File: src/rtl/stock_pkg.sv
// -----------------------------------------------------------------------------
// stock_pkg
// Shared types and sizing for the vending-machine stock ledger.
//   SLOTS / CNT_W / PRICE_W : slot count and entry field widths
//   op_e                    : request opcodes
//   status_e                : response status codes
//   stock_entry_t           : one slot entry, {count, price}
//   state_e                 : ledger FSM states
// -----------------------------------------------------------------------------
package stock_pkg;

  localparam int SLOTS   = 8;
  localparam int SLOT_W  = 3;
  localparam int CNT_W   = 4;
  localparam int PRICE_W = 7;
  localparam int CNT_MAX = 15;
  localparam int ENTRY_W = CNT_W + PRICE_W;

  typedef enum logic [1:0] {
    OP_VEND     = 2'b00,
    OP_RESTOCK  = 2'b01,
    OP_SETPRICE = 2'b10,
    OP_RSVD     = 2'b11
  } op_e;

  typedef enum logic [1:0] {
    ST_OK    = 2'b00,
    ST_EMPTY = 2'b01,
    ST_FULL  = 2'b10,
    ST_BADOP = 2'b11
  } status_e;

  typedef struct packed {
    logic [CNT_W-1:0]   count;
    logic [PRICE_W-1:0] price;
  } stock_entry_t;

  typedef enum logic [1:0] {
    S_IDLE = 2'b00,
    S_EXEC = 2'b01,
    S_RESP = 2'b10
  } state_e;

endpackage

File: src/rtl/stock_ledger_if.sv
// -----------------------------------------------------------------------------
// stock_ledger_if
// Request/response handshake between a requester and the stock ledger.
//   req_valid/req_ready : request handshake
//   req_op/slot/arg     : request payload
//   resp_valid          : one-cycle response strobe with resp_status/resp_price
// Modports: master = requester, slave = ledger.
// -----------------------------------------------------------------------------
interface stock_ledger_if;
  import stock_pkg::*;

  logic               req_valid;
  logic               req_ready;
  logic [1:0]         req_op;
  logic [SLOT_W-1:0]  req_slot;
  logic [PRICE_W-1:0] req_arg;
  logic               resp_valid;
  logic [1:0]         resp_status;
  logic [PRICE_W-1:0] resp_price;

  modport master (
    output req_valid, req_op, req_slot, req_arg,
    input  req_ready, resp_valid, resp_status, resp_price
  );

  modport slave (
    input  req_valid, req_op, req_slot, req_arg,
    output req_ready, resp_valid, resp_status, resp_price
  );

endinterface

File: src/rtl/stock_alu.sv
// -----------------------------------------------------------------------------
// stock_alu
// Combinational evaluation of one ledger request against one slot entry.
//   op        in  : latched opcode
//   entry     in  : current slot entry
//   arg       in  : restock quantity (low CNT_W bits) or new price
//   new_entry out : entry to write back (equals entry when nothing changes)
//   status    out : response status
//   changed   out : new_entry differs from entry
//   price     out : slot price for a successful vend, else 0
// -----------------------------------------------------------------------------
module stock_alu
  import stock_pkg::*;
(
  input  op_e                op,
  input  stock_entry_t       entry,
  input  logic [PRICE_W-1:0] arg,
  output stock_entry_t       new_entry,
  output status_e            status,
  output logic               changed,
  output logic [PRICE_W-1:0] price
);

  // One bit wider than a count so an overflowing restock is detectable.
  logic [CNT_W:0] sum;

  always_comb begin
    // NOTE: every output gets a default first so no path leaves it unassigned,
    // which would otherwise infer a latch.
    new_entry = entry;
    status    = ST_OK;
    changed   = 1'b0;
    price     = '0;
    sum       = {1'b0, entry.count} + {1'b0, arg[CNT_W-1:0]};

    case (op)
      OP_VEND: begin
        if (entry.count == '0) begin
          status = ST_EMPTY;
        end else begin
          new_entry.count = entry.count - 1'b1;
          changed         = 1'b1;
          price           = entry.price;
        end
      end
      OP_RESTOCK: begin
        // An overflowing restock is refused outright rather than saturated.
        if (sum > (CNT_W+1)'(CNT_MAX)) begin
          status = ST_FULL;
        end else if (arg[CNT_W-1:0] != '0) begin
          new_entry.count = sum[CNT_W-1:0];
          changed         = 1'b1;
        end
      end
      OP_SETPRICE: begin
        new_entry.price = arg;
        changed         = (arg != entry.price);
      end
      default: begin
        status = ST_BADOP;
      end
    endcase
  end

endmodule

File: src/rtl/stock_ledger.sv
// -----------------------------------------------------------------------------
// stock_ledger
// Live per-slot inventory of the vending machine. Serialises vend, restock and
// price-change requests (IDLE -> EXEC -> RESP) and publishes the entry image.
//   clock        in  : rising-edge clock
//   reset        in  : synchronous, active-high
//   bus          slv : request/response handshake (stock_ledger_if.slave)
//   data         out : registered entry image, data[i] = {count, price}
//   data_update  out : one-cycle pulse in RESP when the entry changed
//   low_stock    out : per-slot (count <= 1), registered; present only when
//                      STOCK_LOW_ALERT_EN is defined
// -----------------------------------------------------------------------------
module stock_ledger
  import stock_pkg::*;
(
  input  logic           clock,
  input  logic           reset,
  stock_ledger_if.slave  bus,
  output stock_entry_t   data [0:SLOTS-1],
  output logic           data_update
`ifdef STOCK_LOW_ALERT_EN
  ,
  output logic [SLOTS-1:0] low_stock
`endif
);

  state_e             state_q, state_d;
  op_e                op_q;
  logic [SLOT_W-1:0]  slot_q;
  logic [PRICE_W-1:0] arg_q;
  status_e            status_q;
  logic [PRICE_W-1:0] price_q;
  logic               changed_q;

  stock_entry_t       alu_entry;
  status_e            alu_status;
  logic               alu_changed;
  logic [PRICE_W-1:0] alu_price;

  stock_alu u_alu (
    .op        (op_q),
    .entry     (data[slot_q]),
    .arg       (arg_q),
    .new_entry (alu_entry),
    .status    (alu_status),
    .changed   (alu_changed),
    .price     (alu_price)
  );

  // State register.
  always_ff @(posedge clock) begin
    // NOTE: sequential state uses non-blocking assignments so every register
    // samples pre-edge values regardless of process ordering.
    if (reset) state_q <= S_IDLE;
    else       state_q <= state_d;
  end

  // Next-state logic. Reset forces IDLE through the register, so a request
  // seen here while reset is high never takes effect.
  always_comb begin
    state_d = state_q;
    case (state_q)
      S_IDLE:  if (bus.req_valid) state_d = S_EXEC;
      S_EXEC:  state_d = S_RESP;
      S_RESP:  state_d = S_IDLE;
      default: state_d = S_IDLE;
    endcase
  end

  // Request latch, entry array and response registers.
  always_ff @(posedge clock) begin
    if (reset) begin
      // NOTE: the entry array is deliberately reset: the persistence stage
      // downstream must see a defined all-zero image after reset.
      for (int i = 0; i < SLOTS; i++) data[i] <= '0;
      op_q      <= OP_VEND;
      slot_q    <= '0;
      arg_q     <= '0;
      status_q  <= ST_OK;
      price_q   <= '0;
      changed_q <= 1'b0;
`ifdef STOCK_LOW_ALERT_EN
      low_stock <= '1;
`endif
    end else begin
      if (state_q == S_IDLE && bus.req_valid) begin
        op_q   <= op_e'(bus.req_op);
        slot_q <= bus.req_slot;
        arg_q  <= bus.req_arg;
      end
      if (state_q == S_EXEC) begin
        data[slot_q] <= alu_entry;
        status_q     <= alu_status;
        price_q      <= alu_price;
        changed_q    <= alu_changed;
`ifdef STOCK_LOW_ALERT_EN
        low_stock[slot_q] <= (alu_entry.count <= CNT_W'(1));
`endif
      end
    end
  end

  // Outputs. Gating with reset keeps every strobe low while reset is held,
  // even in the cycle before the state register has been cleared.
  always_comb begin
    bus.req_ready   = (state_q == S_IDLE) && !reset;
    bus.resp_valid  = (state_q == S_RESP) && !reset;
    bus.resp_status = bus.resp_valid ? status_q : ST_OK;
    bus.resp_price  = bus.resp_valid ? price_q  : '0;
    data_update     = bus.resp_valid && changed_q;
  end

endmodule
File: src/flat_wrapper.sv
// flat-port wrapper written by rule: the top's interface ports become plain ports
module stock_ledger_flat import stock_pkg::*;
  (clock, reset, data, data_update, bus_req_valid, bus_req_op, bus_req_slot, bus_req_arg, bus_req_ready, bus_resp_valid, bus_resp_status, bus_resp_price);
  stock_ledger_if bus_i ();
  input  logic clock;
  input  logic reset;
  output stock_entry_t data[0:SLOTS-1];
  output logic data_update;
  input wire logic [$bits(bus_i.req_valid)-1:0] bus_req_valid;
  input wire logic [$bits(bus_i.req_op)-1:0] bus_req_op;
  input wire logic [$bits(bus_i.req_slot)-1:0] bus_req_slot;
  input wire logic [$bits(bus_i.req_arg)-1:0] bus_req_arg;
  output wire logic [$bits(bus_i.req_ready)-1:0] bus_req_ready;
  output wire logic [$bits(bus_i.resp_valid)-1:0] bus_resp_valid;
  output wire logic [$bits(bus_i.resp_status)-1:0] bus_resp_status;
  output wire logic [$bits(bus_i.resp_price)-1:0] bus_resp_price;
  assign bus_i.req_valid = bus_req_valid;
  assign bus_i.req_op = bus_req_op;
  assign bus_i.req_slot = bus_req_slot;
  assign bus_i.req_arg = bus_req_arg;
  assign bus_req_ready = bus_i.req_ready;
  assign bus_resp_valid = bus_i.resp_valid;
  assign bus_resp_status = bus_i.resp_status;
  assign bus_resp_price = bus_i.resp_price;
  stock_ledger u_core (.clock(clock), .reset(reset), .bus(bus_i), .data(data), .data_update(data_update));
endmodule
File: config.mk
export PLATFORM = sky130hd
export DESIGN_NAME = stock_ledger_flat
export DESIGN_NICKNAME = d
export VERILOG_FILES = /design/src/rtl/stock_pkg.sv /design/src/rtl/stock_ledger_if.sv /design/src/rtl/stock_alu.sv /design/src/rtl/stock_ledger.sv /design/src/flat_wrapper.sv
export SDC_FILE = /design/constraint.sdc
export NUM_CORES = 1
export LEC_CHECK = 0
export BUFFER_PORTS_ARGS = -buffer_cell sky130_fd_sc_hd__buf_2
export CAP_MARGIN = 10
export CORE_UTILIZATION = 32
export DETAILED_ROUTE_END_ITERATION = 8
export PLACE_DENSITY = 0.49
export SYNTH_ARGS = -nofsm -noshare
export SYNTH_HDL_FRONTEND = slang
export SYNTH_SLANG_ARGS = --single-unit
File: constraint.sdc
create_clock -name clock -period 5.8 [get_ports clock]
set_input_delay 1.16 -clock clock [delete_from_list [all_inputs] [get_ports clock]]
set_output_delay 1.16 -clock clock [all_outputs]
set_load 0.02 [all_outputs]
## Yosys cells after proc, flatten, opt, wreduce, memory -nomap -nowiden

Cells that the tools add are included.
W data, S select, Z words.

| word-level totals | value |
|---|---|
| flip-flop bits (word level) | 112 |
| input bits | 15 |
| logic and storage cells | 69 |
| output and inout port bits | 100 |

| operators by class | value |
|---|---|
| magnitude comparators | 3 |
| equal/unequal tests | 6 |
| bitwise operators | 1 |
| $add $sub $neg | 2 |
| multiplexer cells | 24 |
| reductions and logical operators | 10 |

Operators by type and width:

| kind | number |
|---|---|
| $bwmux W88 | 1 |
| $bmux W11 S3 | 1 |
| $demux W11 S3 | 1 |
| $mux W11 | 3 |
| $mux W7 | 4 |
| $mux W4 | 3 |
| $pmux W4 S2 | 1 |
| $ne A7 B7 Y1 | 1 |
| $mux W2 | 3 |
| $pmux W2 S3 | 1 |
| $add A4 B4 Y5 | 1 |
| $gt A5 B4 Y1 const B | 1 |
| $logic_and A1 B1 Y1 | 5 |
| $eq A2 B1 Y1 const B | 2 |
| $eq A2 B2 Y1 const B | 2 |
| $ge A4 B4 Y1 const B | 1 |
| $logic_not A2 Y1 | 2 |
| $logic_not A4 Y1 | 1 |
| $lt A4 B1 Y1 const B | 1 |
| $mux W1 | 4 |
| $not A3 Y4 | 1 |
| $pmux W2 S2 | 1 |
| $reduce_bool A4 Y1 | 1 |
| $sub A4 B1 Y4 const B | 1 |
| other kinds (3) | 3 |

## Depth between registers and ports, before layout

Gate-level depths: netlist (run 1).

| logic depth | value |
|---|---|
| depth in word-level cells | 9 |
| mapped depth | 15 |
| gate-level depth less buffers | 13 |

## Modules after synthesis

A second synthesis (run 1) with hierarchy kept.

| unflattened totals | value |
|---|---|
| cell total of the unflattened synthesis | 599 |
| area total of the unflattened synthesis | 5475.3 um^2 |

Modules (own cells, without submodules):

| module | times used | cells an instance | seq. area each (um^2) | area each (um^2) |
|---|---|---|---|---|
| stock_ledger | 1 | 523 | 2242.2 | 4840.9 |
| stock_alu | 1 | 76 | 0.0 | 634.4 |

## Least setup slack after synthesis (run 1)

No wires, ideal clock.

| path | value |
|---|---|
| path kind | in2out |
| start | input port reset |
| end | output port bus_resp_price[0] |
| data required time | 4.640 ns |
| arrival | 2.139 ns |
| cell stages on the path | 4 |
| buffers on the path | 2 |
| path slack | 2.501 ns |
| cell sequence | clkbuf_1 > nor3b_1 > clkbuf_1 > and2_1 |

| on the way | value |
|---|---|
| word-level cells in the longest chain between the ends | 3 |

RTL lines:

| element | line | text |
|---|---|---|
| from (decl) | flat_wrapper.sv:6 | `input logic reset;` |
| $logic_not A1 Y1 | stock_ledger.sv:107 | `bus.resp_valid = (state_q == S_RESP) && !reset;` |
| $logic_and A1 B1 Y1 | stock_ledger.sv:107 |  |
| via bus_resp_valid | flat_wrapper.sv:14 | `output wire logic [$bits(bus_i.resp_valid)-1:0] bus_resp_valid;` |
| $mux W7 | stock_ledger.sv:109 | `bus.resp_price = bus.resp_valid ? price_q : '0;` |
| to (decl) | flat_wrapper.sv:16 | `output wire logic [$bits(bus_i.resp_price)-1:0] bus_resp_price;` |

The timed path passes the listed nets, and every way through them passes these cells.

## Final worst setup path (run 1)

| path | value |
|---|---|
| start | register u_core.slot_q[1] |
| end | register, netlist name u_core.data[30] |

| on the way | value |
|---|---|
| word-level cells in the longest chain between the ends | 9 |
| elaborated cells on any way between the ends | 18 |
| those cells by class | 2 x add/sub; 3 x order compare; 10 x mux; 1 x bitwise; 2 x reduce/logical |

RTL lines:

| element | line | text |
|---|---|---|
| from (decl) | stock_ledger.sv:29 | `logic [SLOT_W-1:0] slot_q;` |
| from (signal assigned) | stock_ledger.sv:88 | `slot_q <= bus.req_slot;` |
| $not A3 Y4 (implied by the code) * | stock_ledger.sv:42, stock_ledger.sv:92 |  |
| $bmux W11 S3 | stock_ledger.sv:42 | `.entry (data[slot_q]),` |
| $mux W11 (implied by the code) (2 in a row) | stock_ledger.sv:42 |  |
| $add A4 B4 Y5 | stock_alu.sv:34 | `sum = {1'b0, entry.count} + {1'b0, arg[CNT_W-1:0]};` |
| $gt A5 B4 Y1 or $mux W4 (tied branches) | stock_alu.sv:48, stock_alu.sv:50 |  |
| $mux W4 | stock_alu.sv:48 | `if (sum > (CNT_W+1)'(CNT_MAX)) begin` |
| $pmux W4 S2 | stock_alu.sv:36 | `case (op)` |
| $bwmux W88 * | stock_ledger.sv:92 | `data[slot_q] <= alu_entry;` |

Mark *: on every way between the ends. The rest lies on a longest branch, timed or not. The select of a mux whose other input is x is not followed.
A chain may end at the register's enable or synchronous reset.

==> results.json, run 1 <==
{
  "status": "complete, no violations",
  "crit_type": "flop to flop",
  "layout-drive-gt1-share": 0.260,
  "synthArstFlopShare": 0,
  "grt_pass1_vias": 4589,
  "synth-edff-count": 0,
  "numPortBuffers": 114,
  "slew_headroom": 0.245,
  "syn_area_per_cell_um2": 8.77,
  "root_buffer": "clkbuf_16",
  "yosys_warnings": 0,
  "path_max_fanout": 20,
  "core_um2": 16100,
  "dpl.hpwl_um": 12300,
  "clk_latency_ns": 0.36,
  "hold_viol_final": 0,
  "dieArea_um2": 17100,
  "met3_usage": 0.0305,
  "fmax_mhz": 217,
  "r2r-start": "u_core.slot_q[1]",
  "start_util": 0.331,
  "htreeDepth": 3,
  "fp.dieH_um": 131,
  "clk_pin_slew_ns": 0.08,
  "antenna_cells": 0,
  "drt_iter0_drc": 357,
  "first_pass_iters": 5,
  "synth-seq-area-share": 0.422,
  "fin_skew_ns": 0.00829,
  "drc": 0,
  "finalCoreUtilization": 0.396,
  "avgRoutedWirePerCell_um": 18.9,
  "drtAntennaViolNets": 0,
  "cp.arrival_ns": 4.80,
  "synth-main-ff-cell": "dfxtp_1",
  "fin_crit_ns": 4.62,
  "min_from": "u_core.status_q[0]",
  "clock-sinks": 112,
  "worst_slack_ns": 1.18,
  "finalMaxSlewViolations": 0,
  "cts.repair.resized": 0,
  "fin_tns_setup_ns": 0,
  "post-place-ws_ns": 1.25,
  "cap_violations": 0,
  "final_common_cell": "buf_2",
  "post-cts-setup-buffers": 0,
  "path_cells": "buf_4 > mux2_2 > a22o_1 > a221oi_4 > inv_1 > ha_1 > o21a_1 > o41ai_1 > o41ai_1 > a221oi_2 > a211oi_1",
  "holdCritPathClass": "flop to flop",
  "ys_ff_latch": 112,
  "clock_path_buffers": 2,
  "synth_nets": 630,
  "finalNonFillerCells": 919,
  "final_cell_mix": "buf_2 (114), dfxtp_1 (111), nand2_1 (88)",
  "postSynthCellCount": 605,
  "slowest_stage": "dfxtp_1",
  "die_w_um": 131,
  "grt_max_degree": 96,
  "rows": 46,
  "grt_pass1_wl_um": 26400,
  "finalSetupViolCount": 0,
  "dp_cells": 903,
  "finalPower_w": 0.00168,
  "synthesis.area_um2": 5310,
  "routed-via-count": 4824,
  "cpMostUsedCell": "o41ai_1",
  "ir_drop_mv": 0.145,
  "critPathLaunch": "u_core.slot_q[1]",
  "io_pins": 115,
  "finalCritPeriodShare": 0.796,
  "crit_path_end_kind": "flop",
  "p_per_area_nw_per_um2": 264,
  "overflow": 0,
  "busiest_layer": "met2",
  "worstMarginPinSlew_ns": 1.13,
  "nFillCells": 1649,
  "grt_use_met2": 0.329,
  "cp-start-kind": "flop",
  "grt_setup_unrepaired": "no",
  "vias_per_cell": 5.25,
  "slowest_delay_ns": 0.73,
  "area_growth_pct": 19.6,
  "required_ns": 5.98,
  "cts_buffers": 9,
  "synth_cell_types": 56,
  "holdBufCountCts": 0,
  "use_met1": 0.286,
  "power.static_leakage_nw": 2.54,
  "grt.total_usage": 0.209,
  "place_congestion": 0.855,
  "cts_tree": "yes",
  "fin_nets": 723,
  "antenna_found_initial": 0,
  "wl_um": 17400
}
==> sequential cells by signal, indices dropped and copies added, names as in the netlist <==
register and count:
u_core.arg_q 7, u_core.changed_q 1, u_core.data 88, u_core.op_q 2, u_core.price_q 7, u_core.slot_q 3, u_core.state_q 2, u_core.status_q 2
==> power breakdown <==
| part | leakage, nW | switching, W | internal (W) |
|---|---|---|---|
| clock network | 0.149 | 0.000292 | 0.000360 |
| logic | 1.48 | 0.000145 | 0.0000706 |
| registers | 0.906 | 0.0000246 | 0.000783 |
==> per-layer routing <==
| metal | part of all wire | wire length [µm] |
|---|---|---|
| met1 | 0.47 | 8090 |
| met2 | 0.47 | 8150 |
| met3 | 0.049 | 845 |
| met4 | 0.018 | 308 |
| met5 | 0 | 0 |
==> worst paths after layout <==
kind	endpoint	slack, ns	cells past startpoint
hold reg to reg	u_core.status_q[0]	0.47	2
setup / recovery	u_core.data[30]	1.18	11
setup reg to reg	u_core.data[30]	1.18	11
hold / removal	u_core.status_q[0]	0.47	2
==> final cells by class <==
type,count,area [µm²],share of cell area
Clock inverter,4,51.3,0.00808
Inverter,16,60.1,0.00946
Multi-Input combinational cell,438,2850,0.448
Sequential cell,112,2240,0.353
Tap cell,216,270,0.0426
Clock buffer,12,256,0.0404
Timing Repair Buffer,121,623,0.0981
==> critical path, delay by kind of cell (launching register included) <==
family | cells | cell delay, ns
DFF | 1 | 0.73
AOI/OAI and AO/OA | 7 | 2.47
muxes | 1 | 0.38
buffers and inverters | 2 | 0.52
adders and majority gates | 1 | 0.34
==> cell families (layout without fill, tap and decap cells) <==
group | count (synthesis) | in the layout | share of synthesized area
buffers and inverters | 55 | 153 | 0.0469
and+or+nand+nor | 209 | 209 | 0.175
DFF | 112 | 112 | 0.422
xor gates and xnor gates | 6 | 6 | 0.00990
adders and majority gates | 10 | 10 | 0.0250
AOI/OAI and AO/OA | 159 | 159 | 0.194
muxes | 54 | 54 | 0.127
==> stage by stage <==
| step | hold WS, ns | instance area, µm² |
|---|---|---|
| 2_1_floorplan | 0.427 | 5310 |
| 3_3_place_gp | 0.460 | 6040 |
| 4_1_cts | 0.470 | 6350 |
| 6_report | 0.465 | 6350 |
| 3_5_place_dp | 0.460 | 6040 |
| 5_1_grt | 0.492 | 6350 |
==> synthesized netlist by cell type, types with 2 or more instances <==
cell      count  area (µm²)
dfxtp_1     112        2240
nand2_1      88         330
nor2_1       64         240
a21oi_1      49         245
a211oi_1     28         210
o21ai_0      25         125
mux2i_1      24         240
mux2_2       21         236
clkbuf_1     18        67.6
inv_1        16        60.1
and2_1       13        81.3
buf_2        13        65.1
a31oi_1      12        75.1
nor3_1       10        50.1
ha_1          9         113
a22oi_1       8        60.1
mux4_2        8         180
o22ai_1       8        50.1
a311oi_1      6        52.6
buf_4         5        37.5
nor2b_1       5        31.3
xor2_1        5        43.8
nand2b_1      4        25.0
nand3_1       4        20.0
o31ai_1       4        30.0
nor2_2        3        18.8
o21ai_1       3        15.0
a21o_1        2        15.0
a221o_1       2        20.0
a22o_1        2        17.5
buf_1         2        7.51
nand3b_1      2        15.0
nor3b_1       2        15.0
nor4_1        2        12.5
o41ai_1       2        17.5
or2_2         2        12.5
or3_1         2        12.5
or4_1         2        15.0
No activity file was read; power rests on OpenSTA's default activity.
==> run 2, diff against run 1 <==
- ABC_AREA: not set -> 1
- PLACE_DENSITY: 0.49 -> 0.5
- clock period: 5.8 -> 3.8 ns (I/O delays scaled with it)
==> results.json, run 2 <==
{
  "crit_type": "flop to flop",
  "vias_per_cell": 4.78,
  "final_cell_mix": "nand2_1 (210), buf_2 (114), dfxtp_1 (111)",
  "routed-via-count": 5473,
  "finalSetupViolCount": 0,
  "reg_top3": "u_core.data x88, u_core.arg_q x7, u_core.price_q x7",
  "hold_depth": 2,
  "htreeDepth": 3,
  "first_pass_iters": 4,
  "fmax_mhz": 307,
  "post-cts-setup-buffers": 0,
  "holdBufCountCts": 0,
  "grt_pass1_vias": 5069,
  "final_common_cell": "nand2_1",
  "crit_path_end_kind": "flop",
  "path_cells": "nand2_4 > inv_2 > nand2_1 > o21ai_0 > nand3b_4 > ha_1 > inv_1 > fa_1 > o211ai_1 > a21oi_1 > nand2_1 > inv_1 > nand2_1 > nand3_4 > o21ai_1 > inv_1",
  "io_pins": 115,
  "dpl.hpwl_um": 12600,
  "synth_most_common_cell": "nand2_1",
  "min_from": "u_core.price_q[5]",
  "grt_pass1_wl_um": 27600,
  "place_congestion": 0.805,
  "finalCritPeriodShare": 0.857,
  "finalPower_w": 0.00269,
  "fin_tns_setup_ns": 0,
  "power.static_leakage_nw": 3.31,
  "final_design_area_no_fill_um2": 6670,
  "rows": 48,
  "dieArea_um2": 18300,
  "core_um2": 17300,
  "r2r_slack_ns": 0.54,
  "die_w_um": 135,
  "hold_viol_final": 0,
  "seq_area_um2": 2240,
  "worstReg2RegEnd": "u_core.data[73]",
  "root_buffer": "clkbuf_16",
  "worstMarginPinSlew_ns": 0.930,
  "required_ns": 4.06,
  "synthArstFlopShare": 0,
  "synthesis.area_um2": 5670,
  "nFillCells": 1914,
  "path_max_fanout": 13,
  "grt_setup_unrepaired": "no",
  "slew_headroom": 0.376,
  "layout-drive-gt1-share": 0.208,
  "ir_drop_mv": 0.227,
  "cp-start-kind": "flop",
  "postSynthCellCount": 816,
  "drt_iter0_drc": 324,
  "clock-sinks": 112,
  "start_util": 0.328,
  "cts_tree": "yes",
  "multi_input_area_um2": 2830,
  "finalMaxSlewViolations": 0,
  "synth-main-ff-cell": "dfxtp_1",
  "avgRoutedWirePerCell_um": 15.2,
  "slowest_delay_ns": 0.69,
  "area_growth_pct": 17.6,
  "antenna_found_initial": 0,
  "numPortBuffers": 114,
  "fin_nets": 940,
  "r2r-start": "u_core.slot_q[2]",
  "top_register": "u_core.data",
  "clk_pin_slew_ns": 0.08,
  "status": "complete, no violations",
  "placed_cell_area_um2": 6380,
  "synth_nets": 841,
  "fin_crit_ns": 3.26,
  "clock_path_buffers": 2,
  "drc": 0,
  "antenna_cells": 0,
  "ys_ff_latch": 112,
  "grt.total_usage": 0.198,
  "syn_area_per_cell_um2": 6.95,
  "yosys_warnings": 0,
  "synth_commonest_cells": "nand2_1 (210), dfxtp_1 (112), a21oi_1 (98)",
  "holdCritPathClass": "flop to flop",
  "fin_skew_ns": 0.0143,
  "clk_latency_ns": 0.37,
  "drtAntennaViolNets": 0,
  "synth_cell_types": 37,
  "grt_max_degree": 59,
  "fp.dieH_um": 135,
  "synth-edff-count": 0,
  "p_per_area_nw_per_um2": 403,
  "yosys.area.top_type": "dfxtp_1",
  "overflow": 0,
  "cts_buffers": 9,
  "cap_violations": 0,
  "yosysTopAreaCellShare": 0.395,
  "r2r.worst_path.cells": 16,
  "largest_reg_flops": 88,
  "cp.arrival_ns": 3.52,
  "slowest_stage": "dfxtp_1",
  "hold_end": "u_core.price_q[5]",
  "wl_um": 17500,
  "yosys-top-cells-area": "dfxtp_1 (40%), nand2_1 (14%), a21oi_1 (8.6%)",
  "synth-seq-area-share": 0.395,
  "cts.repair.resized": 0
}
[run 2: changes by cell type after synthesis, sizes merged, moves of 12 or more]
cell	change
a31oi	-12
nand3	+22
and2	-13
a211oi	-27
inv	+79
nand2	+133
o21ai	+81
mux2	-22
a21oi	+48
mux2i	-24
[run 2: how the worst max path moves through the flow]
stage                        endpoint              from  depth (start not counted)  slack (ns)
floorplan           bus_resp_price[0]             reset                          4        0.77
global placement      u_core.data[10]  u_core.slot_q[0]                         14        0.67
detailed placement    u_core.data[40]  u_core.slot_q[2]                         16        0.57
CTS                   u_core.data[73]  u_core.slot_q[2]                         16        0.55
global route          u_core.data[40]  u_core.slot_q[2]                         16        0.24
finish                u_core.data[73]  u_core.slot_q[2]                         16        0.54
[run 2: metrics by stage]
step / instances / setup WS [ns] / hold slack [ns] / util
after CTS: 1145 / 0.552 / 0.468 / 0.386
after global routing: 1145 / 0.243 / 0.486 / 0.386
final: 1145 / 0.542 / 0.468 / 0.386
after detailed placement: 1129 / 0.570 / 0.456 / 0.369
after global placement: 1129 / 0.667 / 0.456 / 0.369
after floorplan: 816 / 0.771 / 0.445 / -
[run 2: cell type report]
cell class	count	area share
multi-input combinational	568	0.424
inverter	97	0.0546
clock buffer	9	0.0338
timing repair buffer	127	0.100
tap	225	0.0422
clock inverter	7	0.00938
sequential	112	0.336
[run 2: power breakdown]
group | switching, W | total (W) | internal (W)
Clock | 0.000497 | 0.000956 | 0.000459
Sequential | 0.0000387 | 0.00125 | 0.00121
Combinational | 0.000345 | 0.000482 | 0.000137
Total | 0.000881 | 0.00269 | 0.00180
[run 2: cells by family after synthesis]
family | share of synthesized area
simple gates | 0.255
compound gates | 0.218
buf+inv | 0.106
flops | 0.395
fa+ha+maj | 0.0234
xor+xnor | 0.00154
[run 2: metal layers]
layer | track usage | up-vias | share of wire
met5 | 0 | - | 0
met4 | 0.0393 | 0 | 0.0073
met3 | 0.0469 | 10 | 0.049
met2 | 0.327 | 123 | 0.47
met1 | 0.262 | 2507 | 0.48
li1 | - | 2833 | -
[run 2: worst max-delay path, delay by kind of cell (launching register included)]
kind | cells | cell delay, ns
simple gates | 6 | 0.82
compound gates | 4 | 0.82
flops | 1 | 0.69
fa+ha+maj | 2 | 0.54
buf+inv | 4 | 0.28
